<file path="src/rtl/ic_rd_tracker_pkg.sv">
// ic_rd_tracker_pkg: shared interconnect widths and the tracker table entry type
package ic_rd_tracker_pkg;
  localparam int MSTR_BITS  = 2;
  localparam int ID_BITS    = 4;
  localparam int DEPTH      = 4;
  localparam int DEPTH_BITS = 2;
  // age counts the valid entries younger than this one, so the oldest has the largest age
  typedef struct packed {
    logic                  vld;
    logic [MSTR_BITS-1:0]  mstr;
    logic [ID_BITS-1:0]    id;
    logic [DEPTH_BITS-1:0] age;
  } entry_t;
endpackage

</file>
<file path="src/rtl/ic_rd_tracker_lowfree.sv">
// ic_rd_tracker_lowfree: first-zero priority encoder; vld_i -> lowest free index idx_o, none_o when all set
module ic_rd_tracker_lowfree
  import ic_rd_tracker_pkg::*;
(
  input  logic [DEPTH-1:0]      vld_i,
  output logic [DEPTH_BITS-1:0] idx_o,
  output logic                  none_o
);
  always_comb begin
    idx_o = '0;
    none_o = 1'b1;
    for (int i = DEPTH - 1; i >= 0; i--)
      if (!vld_i[i]) begin
        idx_o = DEPTH_BITS'(i);
        none_o = 1'b0;
      end
  end
endmodule

</file>
<file path="src/rtl/ic_rd_tracker.sv">
// ic_rd_tracker: per-slave outstanding-read table; cmd_* allocates {master,id}, r_* resolves beats to r_mstr/r_ok,
// full/count report occupancy, err_orphan pulses on unmatched beats, err_ovf is sticky on allocation while full
module ic_rd_tracker
  import ic_rd_tracker_pkg::*;
(
  input  logic                  clk,
  input  logic                  reset,
  input  logic                  cmd_valid,
  input  logic                  cmd_ready,
  input  logic [MSTR_BITS-1:0]  cmd_mstr,
  input  logic [ID_BITS-1:0]    cmd_id,
  output logic                  full,
  output logic [DEPTH_BITS:0]   count,
  input  logic                  r_valid,
  input  logic                  r_ready,
  input  logic                  r_last,
  input  logic [ID_BITS-1:0]    r_id,
  output logic [MSTR_BITS-1:0]  r_mstr,
  output logic                  r_ok,
  output logic                  err_orphan,
  output logic                  err_ovf
);
  entry_t [DEPTH-1:0]    tbl_q, tbl_d;
  logic [DEPTH-1:0]      vld;
  logic [DEPTH_BITS-1:0] free_idx, sel_idx;
  logic                  free_none, alloc_req, alloc, dealloc;
  logic                  err_orphan_q, err_ovf_q;

  ic_rd_tracker_lowfree u_lowfree (
    .vld_i  (vld),
    .idx_o  (free_idx),
    .none_o (free_none)
  );

  always_comb begin
    vld = '0;
    count = '0;
    for (int i = 0; i < DEPTH; i++) begin
      vld[i] = tbl_q[i].vld;
      count = count + (DEPTH_BITS+1)'(tbl_q[i].vld);
    end
  end

  assign full      = &vld;
  assign alloc_req = cmd_valid & cmd_ready;
  assign alloc     = alloc_req & ~free_none;

  // ages of valid entries are distinct, so the oldest match is unique
  always_comb begin
    r_ok = 1'b0;
    sel_idx = '0;
    for (int i = 0; i < DEPTH; i++)
      if (tbl_q[i].vld && tbl_q[i].id == r_id && (!r_ok || tbl_q[i].age > tbl_q[sel_idx].age)) begin
        r_ok = 1'b1;
        sel_idx = DEPTH_BITS'(i);
      end
  end

  assign r_mstr  = r_ok ? tbl_q[sel_idx].mstr : '0;
  assign dealloc = r_valid & r_ready & r_last & r_ok;

  // the freed slot is cleared after the age pass and the new slot is a free one, so neither keeps a stale age
  always_comb begin
    tbl_d = tbl_q;
    for (int i = 0; i < DEPTH; i++)
      if (tbl_q[i].vld)
        tbl_d[i].age = tbl_q[i].age + DEPTH_BITS'(alloc)
                     - DEPTH_BITS'(dealloc && tbl_q[i].age > tbl_q[sel_idx].age);
    if (dealloc) tbl_d[sel_idx] = '0;
    if (alloc) tbl_d[free_idx] = '{vld: 1'b1, mstr: cmd_mstr, id: cmd_id, age: '0};
  end

  always_ff @(posedge clk or posedge reset)
    if (reset) begin
      tbl_q <= '0;
      err_orphan_q <= 1'b0;
      err_ovf_q <= 1'b0;
    end else begin
      tbl_q <= tbl_d;
      err_orphan_q <= r_valid & ~r_ok;
      err_ovf_q <= err_ovf_q | (alloc_req & full);
    end

  assign err_orphan = err_orphan_q;
  assign err_ovf    = err_ovf_q;
endmodule

</file>
<file path="config.mk">
export PLATFORM = sky130hd
export DESIGN_NAME = ic_rd_tracker
export DESIGN_NICKNAME = d
export VERILOG_FILES = /design/src/rtl/ic_rd_tracker_pkg.sv /design/src/rtl/ic_rd_tracker_lowfree.sv /design/src/rtl/ic_rd_tracker.sv
export SDC_FILE = /design/constraint.sdc
export NUM_CORES = 1
export LEC_CHECK = 0
export CORE_MARGIN = 4
export CORE_UTILIZATION = 60
export CTS_CLUSTER_SIZE = 8
export DETAILED_ROUTE_END_ITERATION = 12
export PLACE_DENSITY_LB_ADDON = 0.15
export SETUP_SLACK_MARGIN = 0.05
export SYNTH_ARGS = -nofsm -noshare
export SYNTH_HDL_FRONTEND = slang
export SYNTH_SLANG_ARGS = --single-unit
</file>
<file path="constraint.sdc">
create_clock -name clk -period 15.4 [get_ports clk]
set_input_delay 3.85 -clock clk [delete_from_list [all_inputs] [get_ports clk]]
set_output_delay 3.85 -clock clk [all_outputs]
set_load 0.01 [all_outputs]
</file>
==> results of run 1 <==
==> final cells by class <==
type / instances / area, um^2
multi-input combinational: 200 / 1440
inverter: 21 / 78.8
fill: 313 / 1150
tap: 50 / 62.6
clock buffer: 6 / 82.6
timing repair buffer: 28 / 273
sequential: 38 / 951
==> how the worst min path moves through the flow <==
stage / from / end / slack (ns)
6_report: err_ovf / err_ovf / 0.47
5_1_grt: err_ovf / err_ovf / 0.50
4_1_cts: err_ovf / err_ovf / 0.47
3_5_place_dp: err_ovf / err_ovf / 0.46
3_3_place_gp: err_ovf / err_ovf / 0.45
2_1_floorplan: tbl_q[33] / tbl_q[33] / 0.47
==> layer usage <==
| metal | routed length, um | track usage | up-vias |
|---|---|---|---|
| met5 | 0 | 0 | - |
| met4 | 99 | 0.0922 | 0 |
| met3 | 319 | 0.0457 | 11 |
| met2 | 2850 | 0.401 | 48 |
| met1 | 2560 | 0.316 | 945 |
| li1 | - | - | 969 |
==> cell usage after synthesis, types with 2 or more instances <==
cell type	instances
a211o_1	2
a21o_1	3
a21oi_1	13
a22o_1	12
a31o_2	2
and2_1	4
and3_1	4
buf_2	4
clkbuf_1	2
dfrtp_1	38
ha_1	21
inv_1	21
mux2_2	2
mux2i_1	5
nand2_1	34
nand2b_1	2
nand3_1	6
nor2_1	14
nor2b_1	3
nor3_1	6
nor3_2	3
o21ai_0	18
xnor2_1	13
xor2_1	11
==> sequential cells by signal, summed over array words and instances, names as in the netlist <==
name / cells
err_orphan: 1
err_ovf: 1
tbl_q: 36
==> cell families after synthesis <==
logic type	after synthesis	synth area share
flops	38	0.380
compound gates	61	0.169
fa+ha+maj	22	0.113
xor+xnor	24	0.0841
buf+inv	28	0.0455
mux	9	0.0405
simple gates	84	0.168
==> critical path, delay by kind of cell <==
family                   cells  cell delay [ns]
XOR/XNOR                     1             0.22
adder cells (fa/ha/maj)      2             0.53
buffers and inverters        3             1.14
AND/OR/NAND/NOR              3             0.54
multiplexers                 2             0.71
AO/OA/AOI/OAI                9             2.09
==> metrics by stage <==
stage | cells | utilization | power (mW) | worst slack, ns
floorplan | 266 | - | 0.398 | 4.13
global placement | 337 | 0.695 | 0.481 | 2.65
detailed placement | 337 | 0.695 | 0.488 | 2.53
CTS | 343 | 0.716 | 0.559 | 2.49
global route | 343 | 0.716 | 0.613 | 2.12
finish | 343 | 0.716 | 0.558 | 2.49
==> placed cells by master, fill, tap and decap left out, types with 3 or more instances in the layout <==
cell type | synthesis | final
a22o_1 | 12 | 12
nand3_1 | 6 | 6
buf_4 | 1 | 3
nor2_1 | 14 | 14
ha_1 | 21 | 21
inv_1 | 21 | 21
nor3_2 | 3 | 3
xor2_1 | 11 | 11
a21o_1 | 3 | 3
xnor2_1 | 13 | 13
clkbuf_8 | 0 | 6
nand2_1 | 34 | 34
mux2i_1 | 5 | 5
clkdlybuf4s50_1 | 0 | 25
nor3_1 | 6 | 6
o21ai_0 | 18 | 18
nor2b_1 | 3 | 3
dfrtp_1 | 38 | 38
and2_1 | 4 | 4
and3_1 | 4 | 4
a21oi_1 | 13 | 13
==> report_power, final <==
group	internal [mW]	leakage (nW)	switching (mW)
Sequential	0.143	0.463	0.0438
Combinational	0.150	0.852	0.151
Clock	0.0346	0.0431	0.0344
==> out/metrics.yaml, run 1 <==
status: "finished, final reports clean"
post_cts_resized: 0
startpoint: "r_id[0]"
synth_top_area_share: 0.380
ys_seq_elements: 38
die_h_um: 72.6
setup_viol: 0
synth_nets: 305
finalSetupTns_ns: 0
pwr_density_cell_nw_per_um2: 193
cts_setup_buffers: 0
num_rows: 23
ctsHtreeMaxLevel: 2
areaGrowthSynthToFinish_pct: 15.3
grt_max_degree: 39
cp_slowest_stage_delay_ns: 0.71
crit_path_start_kind: "primary input"
yosysSeqAreaShare: 0.380
crit_chain: "clkdlybuf4s50_1 > xor2_1 > nor3_2 > nand3_2 > o21bai_4 > mux2_4 > inv_1 > ha_1 > a21oi_1 > a21oi_1 > o21bai_1 > mux2i_2 > ha_1 > a21oi_1 > a21oi_1 > and2_1 > a31o_2 > a211o_1 > a21oi_1 > clkdlybuf4s50_1"
ant_nets: 0
rsz0062_at_grt: "false"
cts_tree: "built"
coreArea_um2: 4030
hpwl_um: 4290
grt_pass1_vias: 2033
finalHoldViolations: 0
grt_antenna_before_repair: 0
dieArea_um2: 5260
async_flop_share: 1.00
drive_above_1_share: 0.0922
yosysWarningCount: 0
placed_area_um2: 2800
clock_skew_ns: 0.00797
drt-total-wl_um: 5830
ys.flop_type: "dfrtp_1"
synth_area_per_cell_um2: 9.40
fin_crit_sh: 0.839
cts_buffer_depth: 2
grt_pass1_wl_um: 9660
p_leak_nw: 1.36
grt_use_total: 0.243
place.gp.congestion: 0.897
maxSlewViolCount: 0
rrSetupSlack_ns: 8.84
grt.overflow.total: 0
crit_fanout: 14
fin_hold_ws_ns: 0.473
num_vias: 1973
cts_root_buffer: "clkbuf_8"
synth_area_leaders: "dfrtp_1, ha_1, nand2_1"
syn_inst: 266
boundaryPins: 26
io_buffers: 25
ctsHoldBuffers: 0
endpoint_kind: "output port"
clkSlewWorstSetupHoldPaths_ns: 0.07
drv_cap: 0
routed_via_density: 5.75
worstPathRequired_ns: 11.55
min_path_cells: 1
max_clock_freq_mhz: 77.4
worstReg2RegEnd: "tbl_q[1]"
worst_slew_pin_slew_ns: 1.04
first_pass_iters: 4
endpoint: "r_mstr[0]"
crit_path_top_delay_cell: "o21bai_1"
cts.sinks: 38
crit_arrival_ns: 9.06
numCtsBuffers: 5
reg2reg_from: "tbl_q[1]"
clk_latency_ns: 0.29
ir_drop_mv: 0.0896
yosys.area.top_type: "dfrtp_1"
r2r_cells: 29
diodes: 0
wl_per_cell_um: 17.0
drt_iter0_drc: 132
drc: 0
fin_area_um2: 2880
chipWidth_um: 72.6
hold_class: "reg2reg"
nets: 333
fin_crit_ns: 12.91
synth-edff-count: 0
path_class: "in2out"
path_common_cell: "a21oi_1"
initial_core_util: 0.620
syn_area_um2: 2500
relSlewSlack: 0.302
synth_cell_types: 47
(Power assumes the default switching activity.)
==> run 2: changes to the inputs <==
--- a/config.mk
+++ b/config.mk
@@ -6,7 +6,7 @@
 export NUM_CORES = 1
 export LEC_CHECK = 0
 export CORE_MARGIN = 4
-export CORE_UTILIZATION = 60
+export CORE_UTILIZATION = 57
 export CTS_CLUSTER_SIZE = 8
 export DETAILED_ROUTE_END_ITERATION = 12
 export PLACE_DENSITY_LB_ADDON = 0.15
==> constraint.sdc (replaced) <==
create_clock -name clk -period 12.63 [get_ports clk]
set_input_delay 3.1575 -clock clk [delete_from_list [all_inputs] [get_ports clk]]
set_output_delay 3.1575 -clock clk [all_outputs]
set_load 0.01 [all_outputs]
==> out/metrics.yaml, run 2 (synthesized netlist as in run 1, its figures left out) <==
status: "finished, final reports clean"  # unchanged
worstPathRequired_ns: 9.47  # was 11.55 ns
grt.met3_usage: 0.0446  # was 0.0457
p_leak_nw: 1.36  # about the same
hpwl_um: 4230  # was 4290 um
boundaryPins: 26  # unchanged
grt.overflow.total: 0  # unchanged
ant_nets: 0  # unchanged
endpoint_kind: "output port"  # unchanged
clk_latency_ns: 0.29  # about the same
wl_per_cell_um: 16.3  # was 17.0 um
switching_power_mw: 0.280  # was 0.230 mW
chipWidth_um: 74.2  # was 72.6 um
grt_max_degree: 39  # unchanged
path_class: "in2out"  # unchanged
numCtsBuffers: 5  # unchanged
mostFrequentLayoutCells: "dfrtp_1, nand2_1, clkdlybuf4s50_1"  # unchanged
cts_root_buffer: "clkbuf_8"  # unchanged
top_register: "tbl_q"  # unchanged
grt_pass1_wl_um: 9460  # was 9660 um
place.gp.congestion: 0.868  # was 0.897
crit_fanout: 14  # unchanged
internal-power_mw: 0.401  # was 0.328 mW
grt_pass1_vias: 1937  # was 2033
path_common_cell: "a21oi_1"  # unchanged
grt_use_met2: 0.390  # was 0.401
path_buf_inv: 3  # unchanged
drt_iter0_drc: 135  # was 132
largest_register_ffs: 36  # unchanged
crit_path_start_kind: "primary input"  # unchanged
maxSlewViolCount: 0  # unchanged
clock_skew_ns: 0.00153  # was 0.00797 ns
drc: 0  # unchanged
finalHoldViolations: 0  # unchanged
pwr-share-comb: 0.532  # was 0.541
clkSlewWorstSetupHoldPaths_ns: 0.08  # was 0.07 ns
crit_chain: "clkdlybuf4s50_1 > xor2_1 > nor3_2 > nand3_2 > o21bai_4 > mux2_4 > inv_1 > ha_1 > a21oi_1 > a21oi_1 > o21bai_1 > mux2i_2 > ha_1 > a21oi_1 > a21oi_1 > and2_1 > a31o_2 > a211o_1 > a21oi_1 > clkdlybuf4s50_1"  # unchanged
hold_class: "reg2reg"  # unchanged
cts_setup_buffers: 0  # unchanged
areaGrowthSynthToFinish_pct: 16.0  # was 15.3%
finalPower_mw: 0.682  # was 0.558 mW
drt-total-wl_um: 5630  # was 5830 um
cts_buffer_depth: 2  # unchanged
io_buffers: 25  # unchanged
diodes: 0  # unchanged
grt_antenna_before_repair: 0  # unchanged
crit_path_top_delay_cell: "o21bai_1"  # unchanged
critPathTopFamily: "compound AO/OA/AOI/OAI gates"  # unchanged
initial_core_util: 0.607  # was 0.620
cts_tree: "built"  # unchanged
relSlewSlack: 0.343  # was 0.302
die_h_um: 74.2  # was 72.6 um
drive_above_1_share: 0.0983  # was 0.0922
grt_use_total: 0.231  # was 0.243
ctsHtreeMaxLevel: 2  # unchanged
nets: 333  # unchanged
seq_power_share: 0.334  # was 0.335
final_common_cell: "dfrtp_1"  # unchanged
clkPwrFrac: 0.134  # was 0.124
setup_viol: 0  # unchanged
crit_arrival_ns: 8.34  # was 9.06 ns
post_cts_resized: 0  # unchanged
busiest_layer: "met2"  # unchanged
ctsHoldBuffers: 0  # unchanged
routed_via_density: 5.74  # was 5.75
first_pass_iters: 5  # was 4
cp_slowest_stage_delay_ns: 0.70  # was 0.71 ns
drv_cap: 0  # unchanged
finalSetupTns_ns: 0  # unchanged
max_clock_freq_mhz: 87.0
dieArea_um2: 5510  # was 5260 um^2
grtUsageMet1: 0.298  # was 0.316
fin_crit_sh: 0.910
cts.sinks: 38  # unchanged
ir_drop_mv: 0.110  # was 0.0896 mV
switching_share: 0.411  # was 0.412
coreArea_um2: 4120  # was 4030 um^2
num_rows: 23  # unchanged
fin_crit_ns: 11.50
rsz0062_at_grt: "false"  # unchanged
worst_slew_pin_slew_ns: 0.977  # was 1.04 ns
num_vias: 1982  # was 1973
pwr_density_cell_nw_per_um2: 235  # was 193 nW/um^2
-- run 2: cell types whose count changed in the layout (fill, tap and decap cells not counted), sizes merged --
cell and delta:
inv +1, clkinvlp +1
-- run 2: stage by stage --
| stage | setup WS, ns | std cells | utilization | hold WS [ns] | area [um^2] |
|---|---|---|---|---|---|
| 6_report | 1.13 | 345 | 0.704 | 0.477 | 2900 |
| 5_1_grt | 0.727 | 345 | 0.704 | 0.496 | 2900 |
| 4_1_cts | 1.12 | 345 | 0.704 | 0.479 | 2900 |
| 3_5_place_dp | 1.13 | 337 | 0.680 | 0.457 | 2800 |
| 3_3_place_gp | 1.26 | 337 | 0.680 | 0.454 | 2800 |
| 2_1_floorplan | 2.75 | 266 | - | 0.466 | 2500 |
-- run 2: worst register-to-register path, delay by kind of cell (launching register included) --
kind	cells	cell delay (ns)
buffers and inverters	3	0.22
AOI/OAI and AO/OA	12	2.35
DFF	1	0.46
xor gates and xnor gates	2	0.26
adders and majority gates	6	1.58
muxes	3	1.21
and+or+nand+nor	3	0.31
-- run 2: metal layers --
layer	vias to the layer above	part of all wire
met1	949	0.43
li1	974	-
met2	52	0.50
met4	0	0.014
met3	7	0.049
met5	-	0
-- run 2: area by class of cell --
class                   count  area [um^2]
well taps                  50         62.6
multi-input cells         200         1440
clock buffers               6         82.6
repair buffers             28          273
inverters                  21         78.8
flip-flops and latches     38          951
clock inverters             2         16.3
fillers                   331         1220
-- run 2: power groups by stage --
| stage | logic [mW] | clock network [mW] | registers, mW |
|---|---|---|---|
| after detailed placement | 0.363 | 0 | 0.229 |
| after CTS | 0.365 | 0.0939 | 0.227 |
| after global routing | 0.418 | 0.0989 | 0.234 |
| final | 0.363 | 0.0912 | 0.228 |
| after floorplan | 0.275 | 0 | 0.210 |
| after global placement | 0.355 | 0 | 0.227 |
-- run 2: worst paths after layout --
| check | start | endpoint | slack (ns) | cells after the start |
|---|---|---|---|---|
| max | r_id[3] | r_mstr[0] | 1.13 | 20 |
| min | err_ovf | err_ovf | 0.48 | 1 |
| max reg2reg | tbl_q[1] | tbl_q[1] | 6.12 | 29 |
| min in group asynchronous | reset | err_ovf | 3.28 | 3 |
| max in group asynchronous | reset | err_orphan | 9.02 | 3 |
| min reg2reg | err_ovf | err_ovf | 0.48 | 1 |
==> run 3: changes to the inputs <==
--- a/config.mk
+++ b/config.mk
@@ -9,6 +9,7 @@
 export CORE_UTILIZATION = 57
 export CTS_CLUSTER_SIZE = 8
 export DETAILED_ROUTE_END_ITERATION = 12
+export GPL_ROUTABILITY_DRIVEN = 1
 export PLACE_DENSITY_LB_ADDON = 0.15
 export SETUP_SLACK_MARGIN = 0.05
 export SYNTH_ARGS = -nofsm -noshare
==> results of run 3 <==
No change in the layout: final DEF, timing and power equal those of run 2.
